$ cat src/rtl/clock_ctrl.sv
// clock_ctrl: sequencing controller for the cascaded seconds/minutes/hours
// counters of a digital clock.
//
// RUN mode turns each tick_1hz into the carry chain (inc/clr pulses to the
// three stages). SET modes freeze time and let the user bump one field with
// btn_inc; btn_mode walks RUN -> SET_HOUR -> SET_MIN -> SET_SEC -> RUN. With
// no button activity for TIMEOUT_S ticks in a SET mode the block drops back
// to RUN.
//
// Ports:
//   clk, clrn             clock, async active-low reset
//   tick_1hz              1-cycle pulse once per second
//   btn_mode, btn_inc     debounced synchronous button levels
//   sec_top/min_top/hour_top  stage at terminal value (59/59/23)
//   sec_/min_/hour_inc    registered 1-cycle increment pulses
//   sec_/min_/hour_clr    registered 1-cycle clear pulses
//   mode                  0 RUN, 1 SET_HOUR, 2 SET_MIN, 3 SET_SEC
//   blink                 blink enable for the field being set
module clock_ctrl #(
  parameter int TIMEOUT_S = 10
) (
  input  logic       clk,
  input  logic       clrn,
  input  logic       tick_1hz,
  input  logic       btn_mode,
  input  logic       btn_inc,
  input  logic       sec_top,
  input  logic       min_top,
  input  logic       hour_top,
  output logic       sec_inc,
  output logic       min_inc,
  output logic       hour_inc,
  output logic       sec_clr,
  output logic       min_clr,
  output logic       hour_clr,
  output logic [1:0] mode,
  output logic       blink
);

  localparam logic [1:0] RUN      = 2'd0;
  localparam logic [1:0] SET_HOUR = 2'd1;
  localparam logic [1:0] SET_MIN  = 2'd2;
  localparam logic [1:0] SET_SEC  = 2'd3;

  // Counter value at which the next tick expires the idle window.
  localparam logic [7:0] TO_LAST = 8'(TIMEOUT_S - 1);
  localparam bit         TO_EN   = (TIMEOUT_S != 0);

  logic [1:0] state_q, state_d;
  logic       btn_mode_q, btn_inc_q;
  logic [7:0] idle_q, idle_d;
  logic       blink_d;
  logic       mode_evt, inc_evt, in_set, timeout, state_chg;
  // {hour, min, sec}
  logic [2:0] inc_d, clr_d;

  assign mode_evt  = btn_mode & ~btn_mode_q;
  assign inc_evt   = btn_inc  & ~btn_inc_q;
  assign in_set    = (state_q != RUN);
  // A button edge on the expiring tick keeps the user in SET.
  assign timeout   = TO_EN & in_set & tick_1hz & (idle_q == TO_LAST) &
                     ~mode_evt & ~inc_evt;

  always_comb begin
    state_d = state_q;
    if (mode_evt)     state_d = state_q + 2'd1;  // SET_SEC wraps to RUN
    else if (timeout) state_d = RUN;
  end

  assign state_chg = (state_d != state_q);

  // Pulse decode. In SET modes mode_evt takes priority over inc_evt.
  always_comb begin
    inc_d = 3'b000;
    clr_d = 3'b000;
    case (state_q)
      RUN: if (tick_1hz) begin
        if (!sec_top) inc_d[0] = 1'b1;
        else begin
          clr_d[0] = 1'b1;
          if (!min_top) inc_d[1] = 1'b1;
          else begin
            clr_d[1] = 1'b1;
            if (hour_top) clr_d[2] = 1'b1;
            else          inc_d[2] = 1'b1;
          end
        end
      end
      SET_HOUR: if (inc_evt && !mode_evt) begin
        if (hour_top) clr_d[2] = 1'b1;
        else          inc_d[2] = 1'b1;
      end
      SET_MIN: if (inc_evt && !mode_evt) begin
        if (min_top) clr_d[1] = 1'b1;
        else         inc_d[1] = 1'b1;
      end
      default: if (inc_evt && !mode_evt) clr_d[0] = 1'b1;  // SET_SEC: zero seconds
    endcase
  end

  always_comb begin
    idle_d = idle_q;
    if (state_chg || mode_evt || inc_evt)             idle_d = 8'd0;
    else if (in_set && tick_1hz && idle_q != 8'hFF)   idle_d = idle_q + 8'd1;
  end

  always_comb begin
    blink_d = blink;
    if (state_chg || !in_set) blink_d = 1'b0;
    else if (tick_1hz)        blink_d = ~blink;
  end

  always_ff @(posedge clk or negedge clrn) begin
    if (!clrn) begin
      state_q    <= RUN;
      btn_mode_q <= 1'b1;  // button held through reset gives no edge
      btn_inc_q  <= 1'b1;
      idle_q     <= 8'd0;
      blink      <= 1'b0;
      sec_inc    <= 1'b0;
      min_inc    <= 1'b0;
      hour_inc   <= 1'b0;
      sec_clr    <= 1'b0;
      min_clr    <= 1'b0;
      hour_clr   <= 1'b0;
    end else begin
      state_q    <= state_d;
      btn_mode_q <= btn_mode;
      btn_inc_q  <= btn_inc;
      idle_q     <= idle_d;
      blink      <= blink_d;
      sec_inc    <= inc_d[0];
      min_inc    <= inc_d[1];
      hour_inc   <= inc_d[2];
      sec_clr    <= clr_d[0];
      min_clr    <= clr_d[1];
      hour_clr   <= clr_d[2];
    end
  end

  assign mode = state_q;

endmodule

$ cat config.mk
export PLATFORM = sky130hd
export DESIGN_NAME = clock_ctrl
export DESIGN_NICKNAME = d
export VERILOG_FILES = /design/src/rtl/clock_ctrl.sv
export SDC_FILE = /design/constraint.sdc
export NUM_CORES = 1
export LEC_CHECK = 0
export CORE_MARGIN = 2
export CORE_UTILIZATION = 49
export CTS_BUF_LIST = sky130_fd_sc_hd__clkbuf_4
export DETAILED_ROUTE_END_ITERATION = 8
export PLACE_DENSITY = 0.77
export SLEW_MARGIN = 10
export SYNTH_ARGS = -nofsm -noshare
export SYNTH_HDL_FRONTEND = slang
export SYNTH_SLANG_ARGS = --single-unit
export TNS_END_PERCENT = 100
$ cat constraint.sdc
create_clock -name clk -period 1.7 [get_ports clk]
set_clock_uncertainty 0.2 [all_clocks]
set_input_delay 0.255 -clock clk [delete_from_list [all_inputs] [get_ports clk]]
set_output_delay 0.255 -clock clk [all_outputs]
set_load 0.005 [all_outputs]
# Yosys cells after proc, flatten, opt, wreduce, memory -nomap -nowiden
# Cells that the tools add are included.
# Widths: inputs -> output; s select.
# totals
reg_bits	19
out_inout_bits	9
# op_classes
addsub	2
n_eq_ne	5
n_mux	28
bitwise_logic	11
n_reduce_logical	13
# op_table
operator	count
$mux 8	2
$mux 1	14
$pmux 1 s2	5
$mux 3	3
$add 8x1->8 const B	1
$eq 8x4->1 const B	1
$mux 2	4
$ne 8x8->1 const B	1
$and 1x1->1	6
$reduce_bool 2->1	3
$not 1->1	5
$logic_and 1x1->1	3
$logic_or 1x1->1	3
$add 2x1->2 const B	1
$eq 2x1->1 const B	1
$eq 2x2->1 const B	1
$logic_not 1->1	2
$logic_not 2->1	1
$ne 2x2->1	1
$reduce_or 2->1	1

# Logic depth before layout (Yosys ltp)
# Gate-level depths: netlist of the first run.
# logic_depth
ltp_word	11
mapped_depth	6
ltp_nobuf	6

# Least setup slack after synthesis of the first run
# Ideal clock, no wire load.
# synth_timing
path_type	register -> register
startpoint	reg state_q[0] (netlist: mode[0])
endpoint	reg idle_q[3]
setup_ns	0.078
arrival_ns	1.538
t_required_ns	1.422
setup_slack_ns	-0.116
path_stages_with_launch	7
path_buffers	0
period_less_slack_ns	1.816
path_cell_list	dfrtp_1 -> inv_1 -> ha_1 -> and4b_1 -> nand2_1 -> or3_1 -> a21oi_1
# synth_via
elab_chain_cells	11
elab_cells_between_ends	15
# synth_rtl
item	line_no	text
start, declared	49	logic [1:0] state_q, state_d;
start signal, assigned	127	state_q <= state_d;
$reduce_bool 2->1	59	assign in_set = (state_q != RUN);
$and 1x1->1 (3 in series)	61	assign timeout = TO_EN & in_set & tick_1hz & (idle_q == TO_LAST) &
$and 1x1->1	62	~mode_evt & ~inc_evt;
$mux 2	67	else if (timeout) state_d = RUN;
$mux 2	66	if (mode_evt) state_d = state_q + 2'd1;
$ne 2x2->1	70	assign state_chg = (state_d != state_q);
$logic_or 1x1->1 (2 in series)	103	if (state_chg || mode_evt || inc_evt) idle_d = 8'd0;
$mux 8 / $reduce_bool 2->1 (equally long branches)	n/a	
end signal, assigned	130	idle_q <= idle_d;
end, declared	51	logic [7:0] idle_q, idle_d;
# Parallel ways exist; a longest one is shown, timed or not.
# A chain may end at the register's enable or synchronous reset.

# Final worst setup path of the first run
# layout_timing
startpoint	reg idle_q[0]
endpoint	reg idle_q[1]
# layout_via
elab_chain_cells	10
elab_cells_between_ends	15
# layout_rtl
item	line_no
$eq 8x4->1	61
$and 1x1->1 (2 in series)	61
$and 1x1->1	62
$mux 2	67
$mux 2	66
$ne 2x2->1	70
$logic_or 1x1->1 (2 in series)	103
$mux 8 / $reduce_bool 2->1 (equally long branches)	n/a
# Parallel ways exist; a longest one is shown, timed or not. The select of a mux whose other input is x is not followed.

==> run metrics, run 1 <==
DR DRC count=0; Slew HR=73.7%; sequential share of power=37.4%; Met1 Wirelength=897 um; H-tree Lvls=1; pre-CTS setup slack=-196 ps; WHS=57.6 ps; sw power=0.000533 W; Max clock buf depth=2; final setup violation count=9; drt pass-1 iters=4; worst slew pin tran=394 ps; Die Ht=49.3 um; full die area=2430 um^2; DR WL/cell=14.3 um; met2 wire length=between 1 and 1.5 mm; Max Clk Rate=0.560 GHz; Yosys top cell area share=between 40% and 50%; post-layout util=approximately 74%; Clock transition at path regs=110 ps; Clock power frac=16.2%; initial antenna violation count=0; failing checks=negative setup slack; Yosys warning total=0; GR Util All Layers=21.8%; clock tree from TritonCTS=yes; Fin. Hold Viols=0; gp weighted congestion=0.837; Arr. time, crit path=~1800 ps; root buf cell=clkbuf_4; period utilization=105%; crit path kind=reg2reg; count of clock tree sinks=19; Antenna Violating Nets Remaining=0; final worst setup slack=-84.5 ps; Worst path slowest cell=dfrtp_1; sequential cell area fraction in the yosys report=approximately 47%; vias=821; Int Pwr=between 0.001 and 0.0015 W; IO Count=17; fraction of layout cells with a size suffix above 1=32.8%; commonest non-fill, non-tap cell in the layout=buf_4; max-slew violations=0; core outline area=around 1900 um^2; #FFs+latches synth=19; n_diodes=0; largest net degree at the start of global routing=20; initial core utilization=51.9%; combinational power share=between 40% and 50%; sw frac=33.6%; Synth cell types=35; synthesized cell area=roughly 1000 um^2; Port Buffers=16; vias per std cell=approximately 5.2; commonest cells after routing, fill and taps aside=17 x buf_4, 16 x dfrtp_1, 14 x nor2_1, 14 x clkdlybuf4s50_1, 6 x nand2_1; syn_area_per_cell=between 10 and 15 um^2; total grt overflow=0; num rows=16; Buffers & Inverters on Critical Path=0; Detailed Route WL=2.26 mm; hpwl dp=1.63 mm; Syn Inst Count=93; first-pass GRT wire length=3.86 mm; clk_lat worst skew=between 300 and 400 ps; CP peak stage delay=460 ps; Area contributors post-synth=dfrtp_1 42%, ha_1 7.5%, dfstp_2 5.2%; synth-to-layout area growth=41.9%; critical path required time=1700 ps; Num CTS Buffers=3; Fillers=~150; PwrDens=1110 nW/um^2; Tmin final=1780 ps; Nets=roughly 150; dominant cell type by area after synthesis=dfrtp_1; DR WL met3=78 um; Mapped Nets=107; die width=between 40 and 50 um; unrepaired setup endpoints after global routing=true; max_cap viols=0; crit-path max FO=8; outcome=finished, violations left; number of global-route vias before repair=~850; CP endpoint kind=flip-flop; Hold Crit Class=in2async; drt first-iter violations=23; IR drop worst, VDD=0.958 mV; Pleak=0.629 nW; CP Launch Type=flip-flop; Worst path top cell family by delay=simple AND/OR/NAND/NOR gates; crit-path cells=ha_4, nor4b_4, nand4_4, o221ai_4, nor2_1; highest routed layer=met4
kinds of logic after synthesis:
kind of cell    count (synthesis)  share of synthesized area [%]
compound gates                 14                           12.7
buf+inv                         6                           2.24
mux                             3                           3.23
xor+xnor                        4                           3.48
simple gates                   41                           23.5
flops                          19                           47.5
fa+ha+maj                       6                           7.45
synthesized netlist by cell type, drive strengths merged:
| library cell | number |
|---|---|
| o21ai | 1 |
| nand2b | 1 |
| nand2 | 6 |
| nor2 | 14 |
| or3 | 1 |
| mux2i | 1 |
| nor2b | 4 |
| nand4 | 2 |
| ha | 6 |
| nor3b | 1 |
| nor3 | 3 |
| o211ai | 1 |
| nor4b | 1 |
| inv | 6 |
| o31ai | 1 |
| o221ai | 1 |
| and4b | 2 |
| and2 | 2 |
| a2111oi | 1 |
| xor2 | 2 |
| and3 | 1 |
| nand3 | 3 |
| a31oi | 1 |
| dfrtp | 17 |
| mux2 | 2 |
| o21a | 1 |
| xnor2 | 2 |
| a22oi | 1 |
| a211oi | 2 |
| dfstp | 2 |
| a21oi | 4 |
final timing paths:
path | from | endpoint | slack (ps) | depth (start not counted)
worst max-delay path | idle_q[0] | idle_q[1] | -80 | 5
worst min register to register | idle_q[6] | idle_q[6] | 400 | 1
max in group asynchronous | clrn | btn_inc_q | 980 | 2
worst max register to register | idle_q[0] | idle_q[1] | -80 | 5
min in group clk | btn_inc | btn_inc_q | 170 | 1
worst min-delay path | clrn | idle_q[1] | 60 | 2
layout make-up:
type                       count  area (um^2)  area share [%]
tap                           27         33.8            2.36
timing repair buffer          34          297            20.8
sequential                    19          479            33.5
clock buffer                   4         30.0            2.10
inverter                       6         22.5            1.58
multi-input combinational     68          567            39.7
power by group through the flow:
| stage | Clock (W) | Combinational, W | Sequential (W) |
|---|---|---|---|
| floorplan | 0 | 0.000302 | 0.000622 |
| global placement | 0 | 0.000635 | 0.000588 |
| detailed placement | 0 | 0.000658 | 0.000592 |
| CTS | 0.000259 | 0.000691 | 0.000585 |
| global route | 0.000276 | 0.000818 | 0.000604 |
| finish | 0.000258 | 0.000736 | 0.000595 |
registers in the layout, indices dropped and copies added (netlist names):
signal      flops
sec_clr         1
blink           1
btn_inc_q       1
hour_inc        1
idle_q          8
hour_clr        1
sec_inc         1
min_inc         1
btn_mode_q      1
mode            2
min_clr         1
metrics by stage:
| stage | TNS [ps] | power [W] | std cells | instance area [um^2] |
|---|---|---|---|---|
| 2_1_floorplan | 0 | 0.000924 | 93 | 1020 |
| 3_3_place_gp | -1430 | 0.00122 | 152 | 1340 |
| 3_5_place_dp | -2150 | 0.00125 | 152 | 1340 |
| 4_1_cts | -576 | 0.00153 | 157 | 1400 |
| 5_1_grt | -1580 | 0.00170 | 158 | 1430 |
| 6_report | -640 | 0.00159 | 158 | 1430 |
metal layers:
metal  vias up  track usage [%]
met5         -                0
met4         0             13.8
met3         7             2.76
met2        21             37.8
met1       390             25.1
li1        403                -
repair_timing:
item / 4_1_cts / 5_1_grt
hold buffers: 0 / 0
pin swaps: 8 / 2
resized for setup: 6 / 5
buffers inserted: 1 / 1
endpoints found under the setup margin: 13 / 12
Note: power is estimated with default switching activity, not from simulation.
==> inputs of run 2 (changes only) <==
--- a/config.mk
+++ b/config.mk
@@ -14,4 +14,3 @@
 export SYNTH_ARGS = -nofsm -noshare
 export SYNTH_HDL_FRONTEND = slang
 export SYNTH_SLANG_ARGS = --single-unit
-export TNS_END_PERCENT = 100
==> results of run 2 <==
No change in the layout: final DEF, timing and power equal those of run 1.
==> edit: new RTL, settings of run 2 <==
The parameter `TIMEOUT_S` goes from 10 to 8.
--- a/src/rtl/clock_ctrl.sv
+++ b/src/rtl/clock_ctrl.sv
@@ -17,7 +17,7 @@
 //   mode                  0 RUN, 1 SET_HOUR, 2 SET_MIN, 3 SET_SEC
 //   blink                 blink enable for the field being set
 module clock_ctrl #(
-  parameter int TIMEOUT_S = 10
+  parameter int TIMEOUT_S = 8
 ) (
   input  logic       clk,
   input  logic       clrn,
Function: changed (a bounded check fails within 10 cycles, from zero or initial values).
==> edit against run 2 <==
  * Die area down 3.1%
  * Design area up 1.1%
  * Sequential cell count unchanged
  * The flow still finishes with violations (setup timing)
  * Total power down 20%
  * Critical endpoint is now idle_q[2]
  * Clock power down 13%
  * Combinational power down 31%
  * Setup slack worse by 0.087 ns
  * Synthesized area down 3.4%
  * Routed wire length up 1.2%
==> edit: results (changes against run 2) <==
* FILL cells at 137 (was 151)
* First-pass GRT wire length at 3620 um (was 3860 um)
* Skew-Pair Late Insertion Delay at 0.30 ns
* DRT iter0 DRCs at 15 (was 23)
* Placed insts at 149 (was 152)
* Synth Area in XOR/XNOR at 4.50% (was 3.48%)
* GP Congestion at 0.856 (was 0.837)
* Final setup TNS at -1.47 ns (was -0.640 ns)
* Crit path DAT at 1.86 ns (was 1.79 ns)
* Mux contribution to synthesized area at 3.21% (was 3.23%)
* Failing checks: setup timing (unchanged)
* Initial antenna violation count at 0 (unchanged)
* Ys async rst share at 100% (unchanged)
* CTS buffer count at 3 (unchanged)
* Hold Path Class: primary input to asynchronous set/reset pin (unchanged)
* Multi-input gate area at 519 um2 (was 567 um2)
* Sequential share of the synthesized area at 49.1% (was 47.5%)
* CTS H-tree lvls at 1 (unchanged)
* Final count of negative-setup-slack endpoints at 11 (was 9)
* Yosys warnings at 0 (unchanged)
* CP top delay family: simple AND/OR/NAND/NOR gates (unchanged)
* Net count after synthesis at 97 (was 107)
* Gate Count Post-Synth at 84 (was 93)
* Distinct cells, synth at 35 (unchanged)
* Post-Layout Cell Count at 158 (unchanged)
* Worst slew margin at 75.8% (was 73.7%)
* Pleak at 0.684 nW (was 0.629 nW)
* Post-DR vias/cell at 5.29 (was 5.20)
* Post-Synth Adder-Cell Area at 6.43% (was 7.45%)
* Diodes inserted at 0 (unchanged)
* Synth cell count leaders: 17 x dfrtp_1, 6 x nor2_1, 6 x nor2_2 (was 17 x dfrtp_1, 14 x nor2_1, 6 x ha_1, 6 x inv_1, 6 x nand2_1)
* Status: finished with violations (unchanged)
* CTS Buffer Depth at 2 (unchanged)
* Synth top area cells: dfrtp_1 44%, ha_1 6.4%, dfstp_2 5.4% (was dfrtp_1 42%, ha_1 7.5%, dfstp_2 5.2%)
* Vias in the first global route at 843 (was 854)
* Clk root buf: clkbuf_4 (unchanged)
* Layout cells sized above 1 at 42.0% (was 32.8%)
* CP peak stage delay at 0.55 ns (was 0.46 ns)
* Worst IR Drop VDD at 0.637 mV (was 0.958 mV)
* Post-synthesis compound-gate area fraction at 8.61% (was 12.7%)
* Final setup margin at -0.172 ns (was -0.0845 ns)
* Pin count of the biggest net entering global routing at 20 (unchanged)
* Worst-path clk slew at 0.10 ns
* 1st-pass router iterations at 4 (unchanged)
* CP Max Fanout at 4 (was 8)
* GRT Util Overall at 19.8% (was 21.8%)
* Slowest stage cell, crit path: or4_4 (was dfrtp_1)
* Placement Setup Slack at -0.261 ns (was -0.196 ns)
* Routed WL at 2290 um (was 2260 um)
* Largest register FFs at 8 (unchanged)
* DP HPWL at 1650 um (was 1630 um)
-- edit: cell types whose count changed after synthesis, moves of 2 or more --
cell,delta
nor2_2,+6
nor2_1,-8
inv_1,-4
nand3_1,-2
nand4_1,+2
and2b_1,+2
a211oi_2,-2
nand2_1,-3
-- edit: power by group --
group | switching, mW | internal [mW]
Sequential | 0.0324 | 0.507
Clock | 0.137 | 0.0877
Combinational | 0.217 | 0.292
-- edit: worst paths after layout --
kind	startpoint	endpoint	slack, ns	depth (start not counted)
min	clrn	idle_q[0]	0.08	2
max	idle_q[3]	idle_q[2]	-0.17	5
max reg2reg	idle_q[3]	idle_q[2]	-0.17	5
max in group asynchronous	clrn	btn_mode_q	0.96	2
min in group clk	btn_mode	btn_mode_q	0.18	1
min reg2reg	idle_q[1]	idle_q[1]	0.46	3
-- edit: kinds of logic (layout without fill, tap and decap cells) --
| kind of cell | Yosys count | after routing |
|---|---|---|
| simple gates | 39 | 39 |
| flops | 19 | 19 |
| fa+ha+maj | 5 | 5 |
| compound gates | 10 | 10 |
| mux | 3 | 3 |
| xor+xnor | 5 | 5 |
| buf+inv | 3 | 50 |
-- edit: what timing repair did --
action                                  4_1_cts  5_1_grt
resized for setup                             5        8
pin swaps                                     1        2
buffers inserted                              1        5
endpoints found under the setup margin       12       15
-- edit: final cells by class --
cell class	instances	share of cell area, %
clock buffers	3	1.56
clock inverters	1	0.347
inverters	2	0.520
multi-input cells	62	36.0
flip-flops and latches	19	33.1
well taps	27	2.34
repair buffers	44	26.2
-- edit: per-layer routing --
metal | vias up | wire [um] | GRT usage (%)
li1 | 395 | - | -
met1 | 400 | 1000 | 25.3
met2 | 33 | 1100 | 34.3
met3 | 8 | 112 | 3.70
met4 | 0 | 69 | 6.19
met5 | - | 0 | 0
